File: config.mk
export PLATFORM = sky130hd
export DESIGN_NAME = decimal_to_binary_encoder
export DESIGN_NICKNAME = d
export VERILOG_FILES = /design/src/rtl/decimal_to_binary_encoder.sv
export SDC_FILE = /design/constraint.sdc
export NUM_CORES = 1
export LEC_CHECK = 0
export ABC_AREA = 1
export CAP_MARGIN = 20
export CORE_UTILIZATION = 40
export DETAILED_ROUTE_END_ITERATION = 10
export PLACE_DENSITY = 0.65
export SLEW_MARGIN = 20
export SYNTH_ARGS = -nofsm -noshare
export SYNTH_HDL_FRONTEND = slang
export SYNTH_SLANG_ARGS = --single-unit
File: constraint.sdc
create_clock -name clk -period 0.8 [get_ports clk]
set_input_delay 0.16 -clock clk [delete_from_list [all_inputs] [get_ports clk]]
set_output_delay 0.16 -clock clk [all_outputs]
set_load 0.02 [all_outputs]
File: src/rtl/decimal_to_binary_encoder.sv
// Registered 10-to-4 encoder: one-hot decimal digit in, binary code out.
// Empty input clears valid; multi-hot input encodes the highest set index
// and raises err.
module decimal_to_binary_encoder (
    input  logic        clk,
    input  logic        rst_n,
    input  logic        en,
    input  logic [9:0]  Decimal,
    output logic [3:0]  Binary,
    output logic        valid,
    output logic        err
);

    localparam int unsigned DEC_W = 10;
    localparam int unsigned BIN_W = 4;
    localparam int unsigned CNT_W = 2;

    logic [CNT_W-1:0] count_c;
    logic [BIN_W-1:0] index_c;

    // Set-bit count, saturating at two (0 / 1 / many)
    always_comb begin
        count_c = '0;
        for (int unsigned i = 0; i < DEC_W; i++) begin
            if (Decimal[i] && (count_c != CNT_W'(2))) begin
                count_c = count_c + CNT_W'(1);
            end
        end
    end

    // Priority encode: ascending scan so the highest set bit wins
    always_comb begin
        index_c = '0;
        for (int unsigned i = 0; i < DEC_W; i++) begin
            if (Decimal[i]) begin
                index_c = BIN_W'(i);
            end
        end
    end

    // Output registers: capture on enabled edges, hold otherwise
    always_ff @(posedge clk or negedge rst_n) begin
        if (!rst_n) begin
            Binary <= '0;
            valid  <= 1'b0;
            err    <= 1'b0;
        end else if (en) begin
            Binary <= index_c;
            valid  <= (count_c != CNT_W'(0));
            err    <= (count_c == CNT_W'(2));
        end
    end

endmodule

==> key figures, run 1 <==
Synthesis
  – Cells after Synth: 142
  – Leading area contributor after synthesis: dfrtp_1
  – Seq/Total Area, Yosys: roughly 16%
  – Top cell type's share of synthesized area: between 10% and 20%
  – Top cells by area, synth: dfrtp_1 (16%), nand3_1 (15%), ha_1 (14%)
  – Flops & latches, synth: 6
  – Post-synth cell types: 19
  – Synth Net Count: around 170
  – Syn Area/Cell: 6.46 um^2
  – Netlist Area Pre-Place: between 900 and 1000 um^2
  – Syn. warnings: 0

Clock network
  – Total CTS buffers: 3
  – Clock sinks: 6
  – Hold_buf cts: 0
  – H-tree depth: 1
  – Clk buf depth: 2
  – Root Buffer: clkbuf_4

Floorplanning
  – Rows: 16
  – Starting density of the core: about 44%
  – Io pins: 19
  – Die H: about 50 um
  – Chip width: roughly 50 um

STA
  – WEP type: register input
  – Worst_ep grt: valid$_DFFE_PN0P_/D

Status
  – Error: [ERROR DPL-0038] Utilization greater than 100%, impossible to legalize
  – Failed at: 5_1_grt
  – Status: aborted with a tool error

Place
  – I/O Buffers: 18
  – RD Place Congestion: approximately 0.9
  – Dpl hpwl: between 2 and 2.5 mm
  – Cell area after placement: 1660 um^2

Global route
  – Pin count of the biggest net entering global routing: 7
==> Yosys cell counts <==
| library cell | instances |
|---|---|
| o21bai_1 | 1 |
| nor3_1 | 3 |
| nor2_1 | 11 |
| nand2_1 | 26 |
| ha_1 | 10 |
| a21oi_1 | 3 |
| nand3_4 | 1 |
| nor2_4 | 1 |
| nand2_4 | 3 |
| or2_2 | 3 |
| nand3_2 | 7 |
| nand3_1 | 28 |
| dfrtp_1 | 6 |
| o21ai_0 | 4 |
| or2_1 | 1 |
| and2_1 | 2 |
| inv_2 | 1 |
| nand2_2 | 6 |
| inv_1 | 25 |
==> metrics by stage <==
stage / TNS (ns) / setup slack, ns / utilization (%) / instances
CTS: -8.73 / -3.87 / 92.2 / 252
global placement: -12.85 / -4.51 / 80.5 / 232
detailed placement: -13.40 / -4.74 / 80.5 / 232
floorplan: -7.71 / -3.88 / - / 142
==> what timing repair did <==
| item | 4_1_cts |
|---|---|
| setup buffers | 17 |
| gates resized for setup | 95 |
| pin swaps | 43 |
| setup endpoints to repair | 12 |
==> cell families after synthesis <==
family	Yosys count	share of synthesized area (%)
flip-flops	6	16.4
AO/OA/AOI/OAI	8	4.64
adder cells (fa/ha/maj)	10	13.6
AND/OR/NAND/NOR	92	54.7
buffers and inverters	26	10.6
==> run 2: changes to the inputs <==
--- a/config.mk
+++ b/config.mk
@@ -7,9 +7,9 @@
 export LEC_CHECK = 0
 export ABC_AREA = 1
 export CAP_MARGIN = 20
-export CORE_UTILIZATION = 40
+export CORE_UTILIZATION = 25
 export DETAILED_ROUTE_END_ITERATION = 10
-export PLACE_DENSITY = 0.65
+export PLACE_DENSITY_LB_ADDON = 0.15
 export SLEW_MARGIN = 20
 export SYNTH_ARGS = -nofsm -noshare
 export SYNTH_HDL_FRONTEND = slang
==> constraint.sdc (replaced) <==
create_clock -name clk -period 1 [get_ports clk]
set_input_delay 0.2 -clock clk [delete_from_list [all_inputs] [get_ports clk]]
set_output_delay 0.2 -clock clk [all_outputs]
set_load 0.02 [all_outputs]
==> run 2 against run 1 <==
  * The flow now finishes, with violations (negative setup slack)
  * Synthesized cell count unchanged
  * Area after synthesis unchanged
==> key figures, run 2 <==
Detailed routing
  – Initial DRC count: 39
  – Final antenna-violating net count: 0
  – Routed vias: ~1300
  – DRT Wirelength: between 3 and 4 mm
  – Vias/cell: 4.55
  – First-pass DRT Iterations: 4
  – DRC viols: 0
  – Avg WL per Cell: ~11 um

Final layout
  – Largest registers: Binary x4, err x1, valid x1
  – Most frequent cells in the layout: buf_4 (72), nand3_1 (22), nand2_1 (13)
  – Area grow syn2layout: 136%
  – Nets: 267
  – Most flops, register: Binary
  – # diodes: 0
  – Final Cell Area: ~2200 um^2
  – Most common cell after layout, fill and taps aside: buf_4
  – Fraction of layout cells with a size suffix above 1: between 70% and 80%
  – Final std cells w/o fill: roughly 290
  – Number of fill cells: 285
  – Number of flip-flops in the largest register: 4

Floorplanning
  – Starting density of the core: a little over a quarter
  – Chip width: approximately 63 um
  – Rows: 21
  – Io pins: 19
  – Die H: 62.6 um
  – Die area: 3920 um^2
  – Core area: between 3000 and 4000 um^2

Synthesis
  – Most frequent cell after synthesis: nand3_1
  – Seq/Total Area, Yosys: between 15 and 20%
  – Post-synth cell types: 19
  – Synth cell count leaders: nand3_1 (28), nand2_1 (26), inv_1 (25)
  – Ys async rst share: 100%
  – Synth Net Count: about 170
  – Syn. warnings: 0
  – Dominant synthesized flop cell: dfrtp_1
  – Leading area contributor after synthesis: dfrtp_1
  – Top cells by area, synth: dfrtp_1 (16%), nand3_1 (15%), ha_1 (14%)
  – Netlist Area Pre-Place: 917 um^2
  – Cells after Synth: around 140
  – Flops & latches, synth: 6
  – Top cell type's share of synthesized area: ~16%
  – Syn Area/Cell: between 6 and 7 um^2
  – Post-synth EDFFs: 0

Power and ir drop
  – PwrDens: between 1500 and 2000 nW/um^2
  – Static Leak: between 0.001 and 0.0015 uW
  – Peak VDD IR: just over 1000 uV

Worst setup path
  – Most used cell, CP: ha_4
  – Reg-to-Reg Start: valid$_DFFE_PN0P_
  – Crit Path Category: input port to flop
  – Crit. End Element: flop
  – Slowest cell delay on critical path: between 0.2 and 0.25 ns
  – Req. time, crit path: ~1.2 ns
  – Peak fanout along the critical path: 5
  – Critical path origin: Decimal[0]
  – Crit start category: input port
  – Cell with the largest stage delay on the worst path: or2_4
  – Arrival time at the worst endpoint: about 4.9 ns

STA
  – Slew Limit Fails: 0
  – Worst-margin pin slew: 0.285 ns
  – Final worst setup slack: -3.68 ns
  – Final Cycle Share: 468%
  – Hold Slack: 0.200 ns
  – Max-slew headroom: between 80% and 90%
  – Fmax: roughly 210 MHz
  – Final setup viols: 2
  – Hold Violations, Final: 0
  – Final min period: 4.68 ns
  – Sum Neg Setup Slack: -7.33 ns
  – Worst Skew: 0 ns
  – Unrepaired setup endpoints after global routing: yes

Global route
  – Pin count of the biggest net entering global routing: 7
  – Vias in the first global route: 1300
  – Overflow after GRT: 0
  – GRT Total Usage: 16.2%
  – Antenna violations before repair: 0
  – First-pass GRT wire length: 5.31 mm

Clock network
  – Clk buf depth: 2
  – Clock sinks: 6
  – Root Buffer: clkbuf_4
  – CTS tree: yes
  – Hold_buf cts: 0
  – Clk Latency, worst-skew pair: ~0.24 ns
  – Total CTS buffers: 3
  – Clk slew on worst S/H paths: 0.05 ns
  – H-tree depth: 1

Place
  – Cell area after placement: 1740 um^2
  – RD Place Congestion: ~0.86
  – Dpl hpwl: approximately 2.2 mm
  – Pre-CTS setup slack: -4.53 ns
  – I/O Buffers: 18
  – Placed Cells: 260

Status
  – Status: complete, but fails checks
  – Failing checks: negative setup slack

Job
  – Max_cap viols: 0

Min path
  – Min-Delay Path Class: input port to async pin
==> run 2: cell counts after synthesis <==
No cell type changed its count.
==> run 2: per-layer routing <==
metal | vias up | track usage (%) | part of all wire (%)
met1 | 612 | 20.4 | 43
li1 | 663 | - | -
met4 | 0 | 5.23 | 2.7
met5 | - | 0 | 0
met3 | 10 | 1.09 | 1.9
met2 | 24 | 29.1 | 52
==> run 2: worst max-delay path: cells and delay by family <==
kind | cells | cell delay, ns
and+or+nand+nor | 23 | 2.21
adders and majority gates | 8 | 1.19
buffers and inverters | 15 | 1.07
AOI/OAI and AO/OA | 1 | 0.17
==> run 2: what timing repair did <==
action	4_1_cts	5_1_grt
pin swaps	34	35
hold endpoints to repair	0	0
buffers inserted	15	10
setup endpoints to repair	12	8
gates resized for setup	73	41
==> run 2: worst paths after layout <==
| check | endpoint | slack (ns) | depth (start not counted) |
|---|---|---|---|
| setup / recovery | err$_DFFE_PN0P_ | -3.68 | 47 |
| setup reg to reg | valid$_DFFE_PN0P_ | 0.27 | 4 |
| max in group asynchronous | Binary[2]$_DFFE_PN0P_ | 0.58 | 1 |
| hold / removal | valid$_DFFE_PN0P_ | 0.20 | 1 |
| hold reg to reg | Binary[0]$_DFFE_PN0P_ | 0.49 | 2 |
| min in group clk | Binary[2]$_DFFE_PN0P_ | 0.37 | 4 |
==> run 2: area by class of cell <==
cell class                 instances  area, um^2  share of cell area, %
tap                               46        57.6                   2.66
inverter                          26         130                   6.00
sequential                         6         150                   6.93
multi-input combinational        110        1010                   46.7
timing repair buffer              97         796                   36.7
clock buffer                       3        22.5                   1.04
==> run 2: report_power, final <==
group / switching (uW) / internal [uW] / total (uW)
clock network: 88.9 / 136 / 225
logic: 1380 / 1560 / 2940
registers: 29.9 / 294 / 324
==> run 2: stage by stage <==
step | total power (uW) | util, %
2_1_floorplan | 1710 | -
3_3_place_gp | 2550 | 50.9
3_5_place_dp | 2620 | 50.9
4_1_cts | 3150 | 56.9
5_1_grt | 3780 | 63.4
6_report | 3490 | 63.4
==> run 2: cells by family (layout without fill, tap and decap cells) <==
group,after synthesis,after routing,share of synthesized area [%]
and+or+nand+nor,92,92,54.7
adders and majority gates,10,10,13.6
DFF,6,6,16.4
buffers and inverters,26,126,10.6
AOI/OAI and AO/OA,8,8,4.64
No activity file was read; power rests on OpenSTA's default activity.
==> run 3: changes to the inputs <==
--- a/config.mk
+++ b/config.mk
@@ -7,9 +7,11 @@
 export LEC_CHECK = 0
 export ABC_AREA = 1
 export CAP_MARGIN = 20
-export CORE_UTILIZATION = 25
+export CORE_AREA = 2 2 63 65
 export DETAILED_ROUTE_END_ITERATION = 10
+export DIE_AREA = 0 0 65 67
 export PLACE_DENSITY_LB_ADDON = 0.15
+export SKIP_CTS_REPAIR_TIMING = 1
 export SLEW_MARGIN = 20
 export SYNTH_ARGS = -nofsm -noshare
 export SYNTH_HDL_FRONTEND = slang
==> run 3 against run 2 <==
  * The run still ends with negative setup slack left
  * Cell count down 2.8%
  * Clock skew unchanged
  * Flip-flop and latch count unchanged
  * Routed wire length down 5.8%
  * Sequential power down 2%
  * Setup slack lost 0.059 ns
  * Die area rose by 11%
  * Critical path depth is 2 lower
  * Register-to-register slack better by 0.03 ns
  * Via count down 7.1%
  * Power is 1.3% lower
  * Non-clock buffer count shrank 10
==> key figures, run 3 (synthesized netlist as in run 2, its figures left out) <==
Detailed routing
  – Avg WL per Cell: about 11 um
  – Final antenna-violating net count: 0
  – Routed vias: ~1200
  – DRT Wirelength: approximately 3 mm
  – Vias/cell: roughly 4.3
  – Initial DRC count: 32
  – First-pass DRT Iterations: 4
  – DRC viols: 0

Power and ir drop
  – Sequential share of power: under 10%
  – Switching power: 1460 uW
  – Total internal power: roughly 2000 uW
  – Peak VDD IR: about 1300 uV
  – Comb pwr share: around four fifths
  – Clk pwr share: about a tenth
  – PwrDens: approximately 1700 nW/um^2
  – Static Leak: 0.00106 uW
  – Sw Ratio: 42.4%

STA
  – Fmax: approximately 210 MHz
  – Final Cycle Share: 474%
  – Final worst setup slack: -3.74 ns
  – Worst-margin pin slew: approximately 0.27 ns
  – Final setup viols: 2
  – Slew Limit Fails: 0
  – Final min period: around 4.7 ns
  – Worst Skew: 0 ns
  – Unrepaired setup endpoints after global routing: yes
  – Hold Violations, Final: 0
  – Max-slew headroom: around four fifths

Clock network
  – Clk Latency, worst-skew pair: 0.22 ns
  – H-tree depth: 1
  – Clock sinks: 6
  – Clk buf depth: 2
  – Root Buffer: clkbuf_8
  – CTS tree: yes
  – Clk slew on worst S/H paths: about 0.04 ns
  – Total CTS buffers: 3

Worst setup path
  – Slowest cell delay on critical path: between 0.2 and 0.25 ns
  – Crit. End Element: flop
  – Most used cell, CP: ha_4
  – Req. time, crit path: 1.15 ns
  – Crit start category: input port
  – Arrival time at the worst endpoint: 4.89 ns
  – Crit Path Category: input port to flop
  – Cell with the largest stage delay on the worst path: or2_4
  – Peak fanout along the critical path: 4

Global route
  – GR Util met3: under 10%
  – M1 GR Usage: between 15 and 20%
  – Top Usage Layer GRT: met2
  – Antenna violations before repair: 0
  – First-pass GRT wire length: 4.72 mm
  – Met2 Use GR: a little under a quarter
  – Vias in the first global route: approximately 1100
  – Pin count of the biggest net entering global routing: 7
  – Overflow after GRT: 0
  – GRT Total Usage: approximately 13%

Floorplanning
  – Die H: 67 um
  – Core area: ~3600 um^2
  – Rows: 22
  – Starting density of the core: between 20% and 30%
  – Io pins: 19
  – Chip width: 65 um
  – Die area: between 4000 and 5000 um^2

Final layout
  – Nets: 257
  – Most common cell after layout, fill and taps aside: buf_4
  – Most flops, register: Binary
  – Fin util: 57.2%
  – Area grow syn2layout: 125%
  – Largest registers: Binary x4, err x1, valid x1
  – Fraction of layout cells with a size suffix above 1: 70.3%
  – Number of flip-flops in the largest register: 4
  – # diodes: 0
  – Most frequent cells in the layout: buf_4 (65), nand3_1 (23), inv_2 (14)

Status
  – Status: complete, but fails checks
  – Failing checks: negative setup slack

Min path
  – Min-Delay Path Class: input port to async pin

Place
  – I/O Buffers: 18
  – Pre-CTS setup slack: -4.56 ns
  – RD Place Congestion: ~0.8
  – Dpl hpwl: roughly 2.4 mm

Job
  – Max_cap viols: 0
run 3: cell types whose count changed in the layout (fill, tap and decap cells not counted), sizes merged:
cell and delta:
clkdlybuf4s15 -1, buf -18, clkbuf +8, clkdlybuf4s50 +1, dlygate4sd2 -1, dlymetal6s2s +1
run 3: worst max-delay path, delay by kind of cell:
family,cells,cell delay (ns)
AND/OR/NAND/NOR,23,2.40
adder cells (fa/ha/maj),8,1.21
AO/OA/AOI/OAI,1,0.14
buffers and inverters,13,0.92
run 3: cell type report:
| cell class | instances | area (um^2) |
|---|---|---|
| sequential | 6 | 150 |
| fill | 349 | 1540 |
| tap | 48 | 60.1 |
| timing repair buffer | 87 | 696 |
| inverter | 26 | 125 |
| multi-input combinational | 110 | 991 |
| clock buffer | 3 | 41.3 |
run 3: power groups by stage:
| stage | clock network, uW | registers, uW | logic [uW] |
|---|---|---|---|
| 6_report | 362 | 317 | 2770 |
| 5_1_grt | 405 | 323 | 3070 |
| 4_1_cts | 374 | 317 | 2310 |
| 3_5_place_dp | 0 | 320 | 2310 |
| 3_3_place_gp | 0 | 321 | 2240 |
| 2_1_floorplan | 0 | 382 | 1330 |
run 3: final timing paths:
kind	startpoint	to	slack [ns]	cells past startpoint
max	Decimal[1]	err$_DFFE_PN0P_	-3.74	45
min	rst_n	valid$_DFFE_PN0P_	0.22	1
max reg2reg	valid$_DFFE_PN0P_	valid$_DFFE_PN0P_	0.30	4
min reg2reg	err$_DFFE_PN0P_	err$_DFFE_PN0P_	0.48	2
max in group asynchronous	rst_n	Binary[2]$_DFFE_PN0P_	0.56	1
min in group clk	Decimal[9]	Binary[1]$_DFFE_PN0P_	0.37	4
run 3: per-layer routing:
layer  wire length [um]  up-vias  share of wire (%)
li1                   -      640                  -
met2               1560       15                 51
met3                 53        2                1.8
met1               1390      559                 46
met5                  0        -                  0
met4                 21        0               0.70
run 3: per-stage QoR:
stage	setup TNS, ns	cell area (um^2)	instances	total power [uW]	hold slack [ns]
finish	-7.43	2060	280	3450	0.220
global route	-8.07	2060	280	3800	0.231
CTS	-11.81	1790	266	3000	0.223
detailed placement	-11.71	1750	263	2630	0.464
global placement	-11.41	1750	263	2560	0.460
floorplan	-7.39	1100	142	1710	-0.0956
==> run 4: changes to the inputs <==
--- a/config.mk
+++ b/config.mk
@@ -10,7 +10,7 @@
 export CORE_AREA = 2 2 63 65
 export DETAILED_ROUTE_END_ITERATION = 10
 export DIE_AREA = 0 0 65 67
-export PLACE_DENSITY_LB_ADDON = 0.15
+export PLACE_DENSITY_LB_ADDON = 0.3
 export SKIP_CTS_REPAIR_TIMING = 1
 export SLEW_MARGIN = 20
 export SYNTH_ARGS = -nofsm -noshare
==> run 4 against run 3 <==
  * The flow still finishes with violations (negative setup slack)
  * Cell count down 4.3%
  * Critical path depth unchanged
  * Global-route usage down 0.54 points
  * Clock power down 1%
  * Die area unchanged
  * Clock-buffer cell count unchanged
  * Cell area down 4.4%
  * Sequential power up 1%
  * Critical endpoint unchanged
  * Largest cell class unchanged
==> key figures, run 4 (synthesized netlist as in run 2, its figures left out) <==
Detailed routing
  – DRC viols: 0
  – DRT Wirelength: 2.90 mm
  – Avg WL per Cell: 10.8 um
  – Vias/cell: approximately 4.4
  – Initial DRC count: 16
  – First-pass DRT Iterations: 4
  – Final antenna-violating net count: 0
  – Routed vias: between 1000 and 1500

Final layout
  – Most common cell after layout, fill and taps aside: buf_4
  – Multi-input combinational cell area: ~990 um^2
  – FF+latch area: between 150 and 200 um^2
  – Most flops, register: Binary
  – Nets: between 200 and 250
  – Area grow syn2layout: 115%
  – Number of flip-flops in the largest register: 4
  – Largest registers: Binary x4, err x1, valid x1
  – Final Cell Area: slightly below 2000 um^2
  – Fraction of layout cells with a size suffix above 1: approximately 71%
  – # diodes: 0
  – Most frequent cells in the layout: buf_4 (54), nand3_1 (21), nand2_2 (16)
  – Number of fill cells: 317

Global route
  – Top Usage Layer GRT: met2
  – Vias in the first global route: roughly 1200
  – M1 GR Usage: 15.8%
  – Overflow after GRT: 0
  – GRT Total Usage: about an eighth
  – GR Util met3: under 10%
  – First-pass GRT wire length: 4.59 mm
  – Met2 Use GR: between 20% and 30%
  – Antenna violations before repair: 0
  – Pin count of the biggest net entering global routing: 7

STA
  – Fmax: 209 MHz
  – Final setup viols: 2
  – Slew Limit Fails: 0
  – Final min period: around 4.8 ns
  – Final worst setup slack: -3.79 ns
  – Hold Violations, Final: 0
  – Final Cycle Share: 479%
  – Hold Slack: approximately 0.22 ns
  – Worst Skew: 0 ns
  – Max-slew headroom: 82.0%
  – Worst-margin pin slew: between 0.2 and 0.3 ns
  – Unrepaired setup endpoints after global routing: yes

Floorplanning
  – Die area: around 4400 um^2
  – Rows: 22
  – Chip width: 65 um
  – Core area: ~3600 um^2
  – Starting density of the core: between 20% and 30%
  – Die H: around 67 um
  – Io pins: 19

Worst setup path
  – Arrival time at the worst endpoint: slightly below 5 ns
  – Worst R2R Path Depth: 4
  – Reg2reg setup slack: ~0.27 ns
  – Cell with the largest stage delay on the worst path: or2_4
  – Slowest cell delay on critical path: 0.24 ns
  – Worst path top cell family by delay: simple AND/OR/NAND/NOR gates
  – FF-to-FF End: valid$_DFFE_PN0P_
  – Crit Path Category: input port to flop
  – Most used cell, CP: ha_4
  – Peak fanout along the critical path: 5
  – Req. time, crit path: about 1.1 ns
  – Critical path buffers and inverters: 13
  – Crit. End Element: flop
  – Crit start category: input port
  – Reg-to-Reg Start: valid$_DFFE_PN0P_

Min path
  – Min-Delay Path Class: input port to async pin

Place
  – RD Place Congestion: between 0.7 and 0.8
  – Cell area after placement: roughly 1700 um^2
  – Dpl hpwl: 2.23 mm
  – I/O Buffers: 18

Clock network
  – Clock sinks: 6
  – Clk buf depth: 2
  – Root Buffer: clkbuf_8
  – CTS tree: yes
  – Clk Latency, worst-skew pair: roughly 0.22 ns
  – Total CTS buffers: 3
  – Clk slew on worst S/H paths: around 0.04 ns
  – H-tree depth: 1

Power and ir drop
  – Clk pwr share: 10.3%
  – Sequential share of power: 9.3%
  – Static Leak: 0.00101 uW
  – Total Power: 3470 uW
  – Switching power: between 1000 and 1500 uW
  – Total internal power: ~2000 uW
  – Peak VDD IR: around 1200 uV
  – PwrDens: 1760 nW/um^2
  – Comb pwr share: 80.4%
  – Sw Ratio: 42.5%

Job
  – Max_cap viols: 0

Status
  – Status: complete, but fails checks
  – Failing checks: negative setup slack
==> run 4: how the worst max path moves through the flow <==
stage	cells past startpoint	startpoint	to
2_1_floorplan	45	Decimal[0]	valid$_DFFE_PN0P_
3_3_place_gp	46	Decimal[0]	err$_DFFE_PN0P_
3_5_place_dp	47	Decimal[0]	err$_DFFE_PN0P_
4_1_cts	47	Decimal[0]	err$_DFFE_PN0P_
5_1_grt	46	Decimal[0]	valid$_DFFE_PN0P_
6_report	45	Decimal[0]	err$_DFFE_PN0P_
==> run 4: metal layers <==
metal | vias up | share of wire (%)
met5 | - | 0
met4 | 0 | 0.93
met3 | 4 | 2.5
met2 | 18 | 55
met1 | 531 | 41
li1 | 616 | -
==> run 4: cell type report <==
class / instances / area share, %
Multi-Input combinational cell: 110 / 50.4
Sequential cell: 6 / 7.61
Timing Repair Buffer: 75 / 30.4
Tap cell: 48 / 3.04
Inverter: 26 / 6.47
Clock buffer: 3 / 2.09
==> run 4: worst reg2reg max path, stage by stage (launching register included) <==
cell	delay (ns)
dfrtp_1	0.37
inv_1	0.05
nor2_1	0.03
nor2_1	0.09
nand2_1	0.07
==> run 4: per-stage QoR <==
step           instances  setup TNS, ns  worst slack, ns  util [%]
5_1_grt              268          -8.16            -4.08      54.7
3_3_place_gp         254         -11.15            -4.36      46.6
4_1_cts              257         -11.75            -4.31      47.8
2_1_floorplan        142          -7.39            -3.72         -
3_5_place_dp         254         -11.60            -4.51      46.6
6_report             268          -7.56            -3.79      54.7
==> run 4: power by group through the flow <==
stage                     clock network, uW  logic (uW)  registers (uW)
after global routing                    386        3090             330
after detailed placement                  0        2280             324
final                                   357        2790             321
after floorplan                           0        1330             382
after CTS                               366        2270             321
after global placement                    0        2190             319
